### src/rtl/ma_stage_pkg.sv
// Shared definitions for the memory-access stage: word width, bundle field widths
// and the IDLE/REQ/RESP state encoding.
package ma_stage_pkg;

  localparam int WORD    = 32;
  localparam int INSTR_W = WORD;
  localparam int PC_W    = WORD;
  localparam int DATA_W  = WORD;

  localparam logic [1:0] S_IDLE = 2'd0;
  localparam logic [1:0] S_REQ  = 2'd1;
  localparam logic [1:0] S_RESP = 2'd2;

  typedef enum logic [1:0] {
    ST_IDLE = S_IDLE,
    ST_REQ  = S_REQ,
    ST_RESP = S_RESP
  } ma_state_e;

endpackage

### src/rtl/ma_timeout_ctr.sv
// Wait-cycle counter for an outstanding memory op; expires once TIMEOUT waiting
// cycles have elapsed since the last clear.
module ma_timeout_ctr #(
  parameter int TIMEOUT = 15
) (
  input  logic clk,
  input  logic rst_n,
  input  logic i_clear,
  input  logic i_en,
  output logic o_expired
);

  localparam int CW = $clog2(TIMEOUT + 1);
  localparam logic [CW-1:0] LIMIT = CW'(TIMEOUT);

  logic [CW-1:0] r_cnt;

  always_ff @(posedge clk or negedge rst_n) begin
    if (!rst_n) begin
      r_cnt <= '0;
    end else if (i_clear) begin
      r_cnt <= '0;
    end else if (i_en && !o_expired) begin
      r_cnt <= r_cnt + CW'(1);
    end
  end

  assign o_expired = (r_cnt == LIMIT);

endmodule

### src/rtl/ma_stage.sv
// Memory-access stage: accepts EX/MA bundles, runs loads/stores on the req/gnt/rvalid
// port and registers the MA/RW bundle. MA_ALIGN_CHK_EN enables misaligned-access faulting.
module ma_stage
  import ma_stage_pkg::*;
#(
  parameter int AW      = 10,
  parameter int TIMEOUT = 15
) (
  input  logic              clk,
  input  logic              rst_n,
  input  logic              i_in_valid,
  output logic              o_in_ready,
  input  logic [INSTR_W-1:0] i_in_instr,
  input  logic [PC_W-1:0]   i_in_pc,
  input  logic [DATA_W-1:0] i_in_alu_result,
  input  logic [DATA_W-1:0] i_in_op2,
  input  logic              i_in_is_ld,
  input  logic              i_in_is_st,
  input  logic              i_in_is_wb,
  input  logic              i_in_is_call,
  output logic              o_dmem_req,
  output logic              o_dmem_we,
  output logic [AW-1:0]     o_dmem_addr,
  output logic [DATA_W-1:0] o_dmem_wdata,
  input  logic              i_dmem_gnt,
  input  logic              i_dmem_rvalid,
  input  logic [DATA_W-1:0] i_dmem_rdata,
  output logic              o_out_valid,
  input  logic              i_out_ready,
  output logic [INSTR_W-1:0] o_out_instr,
  output logic [PC_W-1:0]   o_out_pc,
  output logic [DATA_W-1:0] o_out_alu_result,
  output logic [DATA_W-1:0] o_out_ld_result,
  output logic              o_out_is_ld,
  output logic              o_out_is_wb,
  output logic              o_out_is_call,
  output logic              o_out_err
);

  ma_state_e r_state, w_state_next;
  logic w_accept, w_is_mem, w_misalign, w_issue;
  logic w_done_ok, w_done_err, w_ld_capture, w_expired;

  assign o_in_ready = (r_state == ST_IDLE) && (!o_out_valid || i_out_ready);
  assign w_accept   = i_in_valid && o_in_ready;
  assign w_is_mem   = i_in_is_ld || i_in_is_st;

`ifdef MA_ALIGN_CHK_EN
  assign w_misalign = w_is_mem && (i_in_alu_result[1:0] != 2'b00);
`else
  assign w_misalign = 1'b0;
`endif

  assign w_issue = w_accept && w_is_mem && !w_misalign;

  ma_timeout_ctr #(.TIMEOUT(TIMEOUT)) u_tmo (
    .clk       (clk),
    .rst_n     (rst_n),
    .i_clear   (w_state_next != r_state),
    .i_en      (r_state != ST_IDLE),
    .o_expired (w_expired)
  );

  always_ff @(posedge clk or negedge rst_n) begin
    if (!rst_n) r_state <= ST_IDLE;
    else        r_state <= w_state_next;
  end

  // A registered read (we=0) is the load in flight; gnt wins over a same-cycle expiry.
  always_comb begin
    w_state_next = r_state;
    w_done_ok    = 1'b0;
    w_done_err   = 1'b0;
    w_ld_capture = 1'b0;
    case (r_state)
      ST_IDLE: begin
        if (w_issue) w_state_next = ST_REQ;
      end
      ST_REQ: begin
        if (i_dmem_gnt) begin
          if (o_dmem_we || i_dmem_rvalid) begin
            w_done_ok    = 1'b1;
            w_ld_capture = !o_dmem_we;
            w_state_next = ST_IDLE;
          end else begin
            w_state_next = ST_RESP;
          end
        end else if (w_expired) begin
          w_done_err   = 1'b1;
          w_state_next = ST_IDLE;
        end
      end
      ST_RESP: begin
        if (i_dmem_rvalid) begin
          w_done_ok    = 1'b1;
          w_ld_capture = 1'b1;
          w_state_next = ST_IDLE;
        end else if (w_expired) begin
          w_done_err   = 1'b1;
          w_state_next = ST_IDLE;
        end
      end
      default: w_state_next = ST_IDLE;
    endcase
  end

  // Bundle fields load at accept: the output slot is empty or draining by then.
  always_ff @(posedge clk or negedge rst_n) begin
    if (!rst_n) begin
      o_dmem_req       <= 1'b0;
      o_dmem_we        <= 1'b0;
      o_dmem_addr      <= '0;
      o_dmem_wdata     <= '0;
      o_out_valid      <= 1'b0;
      o_out_instr      <= '0;
      o_out_pc         <= '0;
      o_out_alu_result <= '0;
      o_out_ld_result  <= '0;
      o_out_is_ld      <= 1'b0;
      o_out_is_wb      <= 1'b0;
      o_out_is_call    <= 1'b0;
      o_out_err        <= 1'b0;
    end else begin
      if (w_accept) begin
        o_out_instr      <= i_in_instr;
        o_out_pc         <= i_in_pc;
        o_out_alu_result <= i_in_alu_result;
        o_out_ld_result  <= '0;
        o_out_is_ld      <= i_in_is_ld;
        o_out_is_wb      <= i_in_is_wb && !w_misalign;
        o_out_is_call    <= i_in_is_call;
        o_out_err        <= w_misalign;
      end
      if (w_issue) begin
        o_dmem_req   <= 1'b1;
        o_dmem_we    <= i_in_is_st && !i_in_is_ld;
        o_dmem_addr  <= i_in_alu_result[AW+1:2];
        o_dmem_wdata <= i_in_op2;
      end else if (r_state == ST_REQ && (i_dmem_gnt || w_expired)) begin
        o_dmem_req <= 1'b0;
      end
      if (w_ld_capture) o_out_ld_result <= i_dmem_rdata;
      if (w_done_err) begin
        o_out_err   <= 1'b1;
        o_out_is_wb <= 1'b0;
      end
      if ((w_accept && !w_issue) || w_done_ok || w_done_err) o_out_valid <= 1'b1;
      else if (i_out_ready)                                   o_out_valid <= 1'b0;
    end
  end

endmodule
### config.mk
export PLATFORM = sky130hd
export DESIGN_NAME = ma_stage
export DESIGN_NICKNAME = d
export VERILOG_FILES = /design/src/rtl/ma_stage_pkg.sv /design/src/rtl/ma_timeout_ctr.sv /design/src/rtl/ma_stage.sv
export SDC_FILE = /design/constraint.sdc
export NUM_CORES = 1
export LEC_CHECK = 0
export BUFFER_PORTS_ARGS = -buffer_cell sky130_fd_sc_hd__buf_2
export CAP_MARGIN = 20
export CORE_MARGIN = 5
export CORE_UTILIZATION = 47
export CTS_CLUSTER_SIZE = 40
export DETAILED_ROUTE_END_ITERATION = 10
export GPL_ROUTABILITY_DRIVEN = 0
export PLACE_DENSITY = 0.87
export SETUP_SLACK_MARGIN = 0.02
export SYNTH_ARGS = -nofsm -noshare
export SYNTH_HDL_FRONTEND = slang
export SYNTH_SLANG_ARGS = --single-unit
### constraint.sdc
create_clock -name clk -period 2.5 [get_ports clk]
set_input_delay 0.125 -clock clk [delete_from_list [all_inputs] [get_ports clk]]
set_output_delay 0.125 -clock clk [all_outputs]
set_load 0.01 [all_outputs]
==> impl_metrics.py, run 1 <==
metrics = {
    "drt": {
        "drt-wirelength-per-cell_um": 19.46,
        "finalWirelength_mm": 28.22,
        "drc": 0,
        "drtIter0Drc": 708,
        "via_per_inst": 5.146,
        "num_vias": 7461,
        "drtAntennaViolNets": 0,
        "drtPass1Iterations": 5,
    },
    "power": {
        "ir_drop_mv": 0.6451,
        "cellPowerDensity_nw_per_um2": 1162,
        "p_leak_nw": 6.373,
    },
    "synth": {
        "syn_inst": 718,
        "avgSynthCellArea_um2": 10.26,
        "async_reset_ff_share_pct": 100.0,
        "synth_cell_type_count": 39,
        "ys_warn_count": 0,
        "synth_edf_count": 0,
        "ys.flop_type": "dfrtp_1",
        "syn_nets": 893,
        "synth-seq-cells": 183,
        "syn_area_um2": 7365,
        "ys_seq_area_share_pct": 62.18,
    },
    "floorplan": {
        "ios": 348,
        "die_h_um": 135.2,
        "num_rows": 45,
        "core_um2": 15260,
        "die_area_um2": 18270,
        "die_w_um": 135.2,
        "start_util_pct": 48.27,
    },
    "clocking": {
        "clk_pin_slew_ps": 70,
        "cts_tree": "yes",
        "cts_setup_buffers": 0,
        "clockBufferDepth": 2,
        "htree_levels": 4,
        "ctsRootBufferMaster": "clkbuf_16",
        "clk_latency_ps": 420,
        "cts_inserted_buffers": 17,
        "cts.sinks": 183,
    },
    "timing": {
        "fin_ws_ps": 267.1,
        "setup_viol": 0,
        "finalCritPeriodShare_pct": 89.32,
        "finalSetupTns_ps": 0,
        "max_slew_margin_pct": 54.71,
        "maxSlewViolCount": 0,
        "hold_ws_ps": 48.36,
        "fmax_mhz": 447.9,
        "fin_skew_ps": 13.42,
        "period_needed_ps": 2233,
        "tightest_slew_ps": 679.3,
        "hold_viol_final": 0,
        "grt_setup_unrepaired": "false",
    },
    "setup_path": {
        "ff2ff_path_depth": 8,
        "setup.worst_path.end_class": "flop",
        "crit_path_max_fanout": 17,
        "crit_start": "r_state[0]",
        "crit_end": "o_dmem_we",
        "r2r_start": "r_state[0]",
        "path_class": "flop to flop",
        "arrival_ps": 2590,
        "cp.required_ps": 2850,
        "r2r_end": "o_dmem_we",
        "start_kind": "flop",
        "rrSetupSlack_ps": 270,
    },
    "layout": {
        "fill_cells": 858,
        "area_delta_synth_final_pct": 57.25,
        "nNetsFinal": 1397,
        "multi_input_area_um2": 2475,
        "layout-drive-gt1-share_pct": 35.63,
        "stdcell_area_um2": 11580,
        "seq_area_um2": 4579,
    },
    "run": {
        "maxCapViolCount": 0,
    },
    "place": {
        "post-place-ws_ps": 350.8,
        "dp_hpwl_mm": 15.47,
        "port_buffers": 347,
        "postPlaceCellArea_um2": 9350,
    },
    "global_route": {
        "overflow": 0,
        "grt_pass1_vias": 7779,
        "grt_max_degree": 84,
        "grtUsageTotal_pct": 30.37,
        "grt_pass1_wl_mm": 42.90,
        "antenna_found_initial": 3,
    },
    "status": {
        "status": "complete, no violations",
    },
    "min_path": {
        "worstHoldPathType": "input pin to flop",
    },
}
==> critical path, cell delays in order (launching register included) <==
cell and delay (ps):
dfrtp_1 440, inv_1 130, ha_2 310, nand2_2 120
nor2b_4 160, buf_4 260, a21oi_1 100, a21oi_1 110
dlygate4sd3_1 550
==> placed cells by master (no fill, tap or decap), types with 3 or more instances in the layout <==
cell and count:
inv_6 4, buf_4 5, o21ai_1 8, clkbuf_16 17, inv_8 5, mux2_2 11, dfrtp_1 183, dlygate4sd3_1 164
and2_1 3, nand3_1 32, clkbuf_8 3, nand2_1 302, nand2b_1 3, mux2_4 30, buf_2 346, ha_1 4
inv_1 35, nor2_1 5, buf_12 6, diode_2 4, a21oi_1 7, o21ai_0 27, nor3_1 5
==> final cells by class <==
class	count	area share (%)
antenna	4	0.08643
clock buffer	19	3.911
clock inverter	13	1.070
inverter	35	1.134
multi-input combinational	463	21.37
sequential	183	39.54
tap	211	2.280
timing repair buffer	522	30.61
==> synthesized netlist by cell type, types with 7 or more instances <==
| library cell | n | area [um^2] |
|---|---|---|
| dfrtp_1 | 183 | 4579 |
| a21oi_1 | 7 | 35.03 |
| clkbuf_1 | 7 | 26.28 |
| buf_2 | 25 | 125.1 |
| o21ai_1 | 8 | 40.04 |
| o21ai_0 | 27 | 135.1 |
| nand3_1 | 33 | 165.2 |
| inv_1 | 35 | 131.4 |
| nand2_1 | 302 | 1134 |
| mux2_4 | 30 | 450.4 |
| mux2_2 | 11 | 123.9 |
==> logic make-up after synthesis <==
kind of cell,after synthesis,synth area share (%)
buffers and inverters,72,4.553
and+or+nand+nor,363,20.23
adders and majority gates,5,0.8495
muxes,44,8.240
AOI/OAI and AO/OA,50,3.823
xor gates and xnor gates,1,0.1189
DFF,183,62.18
==> routing by layer <==
layer / up-vias / global-route usage, % / share of wire, %
met1: 3506 / 34.04 / 35
met2: 542 / 51.55 / 50
met3: 122 / 10.96 / 10
li1: 3291 / - / -
met5: - / 0 / 0
met4: 0 / 14.56 / 5.4
==> worst min path at each step <==
| stage | slack, ps | start | to | depth (start not counted) |
|---|---|---|---|---|
| 4_1_cts | 3 | i_dmem_rdata[9] | o_out_ld_result[9] | 3 |
| 2_1_floorplan | -170 | rst_n | o_dmem_addr[0] | 0 |
| 3_5_place_dp | 210 | rst_n | o_dmem_we | 1 |
| 5_1_grt | 40 | i_dmem_rdata[9] | o_out_ld_result[9] | 3 |
| 6_report | 50 | i_dmem_rdata[9] | o_out_ld_result[9] | 3 |
| 3_3_place_gp | 220 | rst_n | o_out_valid | 1 |
==> power by group <==
part | internal, mW | total (mW) | switching, mW | leakage [nW]
Combinational | 2.36 | 5.64 | 3.28 | 3.80
Clock | 1.38 | 2.64 | 1.26 | 0.281
Sequential | 4.30 | 5.19 | 0.884 | 2.29
==> what timing repair did <==
item | in CTS | in global routing
endpoints found under the setup margin | 0 | 2
hold buffers | 164 | 0
hold endpoints to repair | 253 | 0
resized for setup | 0 | 1
==> flip-flops by register name (all words and copies together), names as in the netlist <==
name,cells
o_out_pc,32
o_out_err,1
o_dmem_wdata,32
o_dmem_addr,10
r_state,2
o_dmem_req,1
o_out_is_ld,1
o_out_instr,32
u_tmo.r_cnt,4
o_out_is_wb,1
o_dmem_we,1
o_out_alu_result,32
o_out_is_call,1
o_out_ld_result,32
o_out_valid,1
==> stage by stage <==
step / util, % / total power [mW] / std cells
finish: 75.90 / 13.46 / 1450
global route: 75.87 / 14.18 / 1448
CTS: 75.82 / 13.04 / 1446
detailed placement: 61.28 / 10.19 / 1250
global placement: 61.28 / 9.961 / 1250
floorplan: - / 7.911 / 718
No activity file was read; power rests on OpenSTA's default activity.
==> run 2: changes to the inputs <==
--- a/config.mk
+++ b/config.mk
@@ -7,12 +7,13 @@
 export LEC_CHECK = 0
 export BUFFER_PORTS_ARGS = -buffer_cell sky130_fd_sc_hd__buf_2
 export CAP_MARGIN = 20
-export CORE_MARGIN = 5
-export CORE_UTILIZATION = 47
+export CORE_AREA = 5 5 133 135
+export CTS_BUF_LIST = sky130_fd_sc_hd__clkbuf_8
 export CTS_CLUSTER_SIZE = 40
 export DETAILED_ROUTE_END_ITERATION = 10
+export DIE_AREA = 0 0 138 140
 export GPL_ROUTABILITY_DRIVEN = 0
-export PLACE_DENSITY = 0.87
+export PLACE_DENSITY = 0.84
 export SETUP_SLACK_MARGIN = 0.02
 export SYNTH_ARGS = -nofsm -noshare
 export SYNTH_HDL_FRONTEND = slang
==> constraint.sdc (replaced) <==
create_clock -name clk -period 2.7 [get_ports clk]
set_input_delay 0.135 -clock clk [delete_from_list [all_inputs] [get_ports clk]]
set_output_delay 0.135 -clock clk [all_outputs]
set_load 0.01 [all_outputs]
==> impl_metrics.py, run 2 (synthesis gave the netlist of run 1 again) <==
metrics = {
    "power": {
        "p_clk_share_pct": 15.9,
        "switchingPower_mw": 4.837,
        "cellPowerDensity_nw_per_um2": 1032,
        "ir_drop_mv": 0.5396,
        "p_leak_nw": 6.274,
        "seqPwrFrac_pct": 40.3,
        "p_comb_share_pct": 43.9,
        "sw_frac_of_total_pct": 41.16,
        "p_int_mw": 6.916,
    },
    "drt": {
        "via_per_inst": 4.992,
        "drtAntennaViolNets": 0,
        "drt-wirelength-per-cell_um": 18.61,
        "finalWirelength_mm": 27.06,
        "drtIter0Drc": 401,
        "num_vias": 7258,
        "drc": 0,
        "drtPass1Iterations": 5,
    },
    "layout": {
        "layout-drive-gt1-share_pct": 35.36,
        "fin_util_pct": 69.64,
        "nNetsFinal": 1395,
        "mostFrequentLayoutCell": "buf_2",
        "layout_common_cells": "buf_2 (346), nand2_1 (302), dfrtp_1 (183)",
        "area_delta_synth_final_pct": 54.59,
        "stdcell_count": 1454,
    },
    "min_path": {
        "worstHoldPathType": "input pin to flop",
        "min-delay-start": "i_dmem_gnt",
    },
    "timing": {
        "maxSlewViolCount": 0,
        "fmax_mhz": 407.9,
        "setup_viol": 0,
        "fin_skew_ps": 14.04,
        "finalSetupTns_ps": 0,
        "finalCritPeriodShare_pct": 90.79,
        "max_slew_margin_pct": 56.87,
        "period_needed_ps": 2451,
        "tightest_slew_ps": 647.0,
        "fin_ws_ps": 248.5,
        "hold_ws_ps": 69.95,
        "grt_setup_unrepaired": "false",
        "hold_viol_final": 0,
    },
    "global_route": {
        "grt_pass1_wl_mm": 42.45,
        "grt_max_degree": 100,
        "overflow": 0,
        "grtUsageTotal_pct": 27.44,
        "grt_pass1_vias": 7770,
        "antenna_found_initial": 0,
    },
    "setup_path": {
        "cp.required_ps": 3100,
        "crit_path_max_fanout": 50,
        "r2r_start": "r_state[0]",
        "setup.worst_path.end_class": "flop",
        "start_kind": "flop",
        "crit_start": "r_state[0]",
        "path_class": "flop to flop",
        "rrSetupSlack_ps": 250,
        "arrival_ps": 2860,
    },
    "place": {
        "post-place-ws_ps": 490.4,
        "port_buffers": 347,
        "dp_hpwl_mm": 14.76,
        "dp_cells": 1255,
    },
    "clocking": {
        "cts.sinks": 183,
        "cts_setup_buffers": 0,
        "cts_tree": "yes",
        "clk_pin_slew_ps": 100,
        "clk_latency_ps": 460,
        "clockBufferDepth": 2,
        "htree_levels": 4,
        "cts_inserted_buffers": 17,
        "ctsRootBufferMaster": "clkbuf_8",
    },
    "status": {
        "status": "complete, no violations",
    },
    "floorplan": {
        "start_util_pct": 45.05,
        "num_rows": 47,
        "die_w_um": 138,
        "die_area_um2": 19320,
        "die_h_um": 140,
        "ios": 348,
        "core_um2": 16350,
    },
    "run": {
        "maxCapViolCount": 0,
    },
}
-- run 2: timing repair --
| action | 4_1_cts | 5_1_grt |
|---|---|---|
| endpoints found under the setup margin | 0 | 1 |
| hold buffers | 165 | 0 |
| resized for setup | 0 | 2 |
| hold endpoints to repair | 240 | 0 |
-- run 2: through the flow --
stage	power [mW]	cell area, um^2
after floorplan	7.325	7365
after global placement	9.193	9316
after detailed placement	9.387	9316
after CTS	11.47	11370
after global routing	12.45	11380
final	11.75	11380
-- run 2: power groups by stage --
stage / logic [mW] / registers, mW / clock network, mW
floorplan: 2.09 / 5.24 / 0
global placement: 4.57 / 4.62 / 0
detailed placement: 4.73 / 4.66 / 0
CTS: 4.93 / 4.62 / 1.91
global route: 5.57 / 4.86 / 2.03
finish: 5.16 / 4.73 / 1.86
-- run 2: layer usage --
layer / vias to the layer above / wire, um / GRT usage, %
met2: 421 / 13560 / 47.51
met3: 101 / 2291 / 8.078
li1: 3275 / - / -
met4: 0 / 1498 / 15.08
met1: 3461 / 9710 / 30.45
met5: - / 0 / 0
-- run 2: worst paths after layout --
| path | cells after the start | endpoint |
|---|---|---|
| worst max-delay path | 8 | o_dmem_we |
| worst min-delay path | 4 | o_dmem_req |
| worst max register to register | 8 | o_dmem_we |
| worst min register to register | 2 | o_out_pc[28] |
| max in group asynchronous | 3 | o_out_instr[21] |
| min in group asynchronous | 2 | o_dmem_we |
-- run 2: worst max-delay path, stage by stage (launching register included) --
cell and delay, ps:
dfrtp_1 450, inv_1 120, ha_1 370, nand2_2 140, nor2b_4 230, clkbuf_16 320
a21oi_1 100, a21oi_1 110, dlygate4sd3_1 550
-- run 2: area by class of cell --
cell class | instances | area, um^2
clock inverter | 15 | 163.9
timing repair buffer | 520 | 3526
antenna | 1 | 2.502
inverter | 35 | 131.4
clock buffer | 17 | 234.0
fill | 1107 | 4964
sequential | 183 | 4579
multi-input combinational | 463 | 2472
tap | 220 | 275.3
==> run 3: changes to the inputs <==
--- a/config.mk
+++ b/config.mk
@@ -7,13 +7,13 @@
 export LEC_CHECK = 0
 export BUFFER_PORTS_ARGS = -buffer_cell sky130_fd_sc_hd__buf_2
 export CAP_MARGIN = 20
-export CORE_AREA = 5 5 133 135
+export CORE_AREA = 5 5 132 134
 export CTS_BUF_LIST = sky130_fd_sc_hd__clkbuf_8
 export CTS_CLUSTER_SIZE = 40
 export DETAILED_ROUTE_END_ITERATION = 10
-export DIE_AREA = 0 0 138 140
+export DIE_AREA = 0 0 137 139
 export GPL_ROUTABILITY_DRIVEN = 0
-export PLACE_DENSITY = 0.84
+export PLACE_DENSITY = 0.85
 export SETUP_SLACK_MARGIN = 0.02
 export SYNTH_ARGS = -nofsm -noshare
 export SYNTH_HDL_FRONTEND = slang
==> impl_metrics.py, run 3 (synthesis gave the netlist of run 1 again) <==
metrics = {
    "timing": {
        "max_slew_margin_pct": 52.77,
        "fmax_mhz": 425.4,
        "finalCritPeriodShare_pct": 87.06,
        "setup_viol": 0,
        "tightest_slew_ps": 708.5,
        "grt_setup_unrepaired": "false",
        "maxSlewViolCount": 0,
        "finalSetupTns_ps": 0,
        "period_needed_ps": 2351,
        "fin_skew_ps": 10.43,
        "hold_viol_final": 0,
    },
    "power": {
        "seqPwrFrac_pct": 39.1,
        "ir_drop_mv": 0.4825,
        "p_leak_nw": 6.329,
        "p_comb_share_pct": 42.3,
        "cellPowerDensity_nw_per_um2": 1055,
        "switchingPower_mw": 4.725,
        "p_clk_share_pct": 18.6,
        "sw_frac_of_total_pct": 39.00,
        "p_int_mw": 7.390,
        "power_mw": 12.11,
    },
    "setup_path": {
        "crit_chain": "inv_1 > ha_1 > nand2_2 > nor2b_4 > buf_4 > a21oi_1 > a21oi_1 > dlygate4sd3_1",
        "critical_path.top_delay_family": "buffers and inverters",
        "max_stage_delay_ps": 550,
        "crit_slowest_cell": "dlygate4sd3_1",
        "arrival_ps": 2740,
        "crit_path_max_fanout": 20,
        "crit_top_cell": "a21oi_1",
        "start_kind": "flop",
        "path_class": "flop to flop",
        "crit_buf_inv": 3,
        "cp.required_ps": 3090,
        "setup.worst_path.end_class": "flop",
    },
    "global_route": {
        "antenna_found_initial": 1,
        "grt_pass1_vias": 7762,
        "grtUsageTotal_pct": 27.50,
        "grt_pass1_wl_mm": 40.80,
        "overflow": 0,
        "grt_max_degree": 91,
    },
    "clocking": {
        "cts_inserted_buffers": 17,
        "cts_tree": "yes",
        "cts.repair.resized": 0,
        "ctsRootBufferMaster": "clkbuf_8",
        "clockBufferDepth": 2,
        "cts.sinks": 183,
        "htree_levels": 4,
        "clk_pin_slew_ps": 100,
        "clk_latency_ps": 450,
    },
    "floorplan": {
        "die_area_um2": 19040,
        "die_w_um": 137,
        "ios": 348,
        "die_h_um": 139,
        "core_um2": 16170,
        "start_util_pct": 45.54,
        "num_rows": 47,
    },
    "drt": {
        "via_per_inst": 5.009,
        "drc": 0,
        "num_vias": 7293,
        "drtIter0Drc": 502,
        "finalWirelength_mm": 26.64,
        "drt-wirelength-per-cell_um": 18.30,
        "drtPass1Iterations": 5,
        "drtAntennaViolNets": 0,
    },
    "layout": {
        "nNetsFinal": 1397,
        "seq_area_um2": 4579,
        "layout_common_cells": "buf_2 (346), nand2_1 (302), dfrtp_1 (183)",
        "multi_input_area_um2": 2472,
        "mostFrequentLayoutCell": "buf_2",
        "fill_cells": 988,
        "layout-drive-gt1-share_pct": 35.41,
        "area_delta_synth_final_pct": 55.98,
    },
    "status": {
        "status": "complete, no violations",
    },
    "run": {
        "maxCapViolCount": 0,
    },
    "min_path": {
        "worstHoldPathType": "input pin to asynchronous set/reset pin",
    },
    "place": {
        "dp_hpwl_mm": 15.57,
        "port_buffers": 347,
    },
}
[run 3: cell count changes in the layout (fill, tap and decap cells not counted), moves of 2 or more]
cell,previous run,this run
bufinv_16,1,6
buf_4,2,5
clkinv_4,4,1
clkbuf_8,17,19
buf_6,2,0
inv_8,4,2
[run 3: what timing repair did]
action / CTS / global route
hold buffers: 165 / 0
endpoints found under the hold margin: 357 / 0
buffers inserted: 0 / 0
endpoints found under the setup margin: 0 / 0
[run 3: worst paths after layout]
path | start | end | slack [ps] | depth (start not counted)
setup / recovery | r_state[0] | o_dmem_we | 350 | 8
hold reg to reg | o_out_alu_result[4] | o_out_alu_result[4] | 480 | 2
min in group clk | i_dmem_gnt | o_dmem_req | 70 | 4
setup reg to reg | r_state[0] | o_dmem_we | 350 | 8
max in group asynchronous | rst_n | o_dmem_wdata[5] | 1990 | 3
hold / removal | rst_n | o_out_alu_result[0] | 40 | 2
[run 3: power groups by stage]
stage	sequential, mW	clock (mW)	combinational [mW]
floorplan	5.24	0	2.09
global placement	4.61	0	4.60
detailed placement	4.67	0	4.75
CTS	4.63	2.29	4.96
global route	4.86	2.40	5.54
finish	4.74	2.25	5.12
[run 3: routing by layer]
layer | global-route usage, % | share of wire (%) | vias up
met1 | 30.10 | 35 | 3509
met3 | 8.999 | 9.7 | 89
met4 | 14.08 | 4.8 | 0
met2 | 47.15 | 50 | 419
li1 | - | - | 3276
met5 | 0 | 0 | -
[run 3: area by class of cell]
| class | count | area share (%) |
|---|---|---|
| clock buffer | 18 | 2.157 |
| clock inverter | 13 | 2.102 |
| multi-input combinational | 463 | 21.52 |
| tap | 220 | 2.396 |
| inverter | 35 | 1.144 |
| antenna | 2 | 0.04357 |
| timing repair buffer | 522 | 30.77 |
| sequential | 183 | 39.86 |
[run 3: stage by stage]
| stage | area (um^2) | worst slack, ps | util, % | std cells | hold slack [ps] |
|---|---|---|---|---|---|
| after floorplan | 7365 | 909.0 | - | 718 | -160.6 |
| after global placement | 9341 | 533.7 | 57.76 | 1258 | -34.82 |
| after detailed placement | 9341 | 427.4 | 57.76 | 1258 | -33.16 |
| after CTS | 11480 | 353.3 | 71.00 | 1454 | 16.41 |
| after global routing | 11480 | 111.2 | 71.02 | 1455 | 25.29 |
| final | 11490 | 349.4 | 71.03 | 1456 | 42.59 |
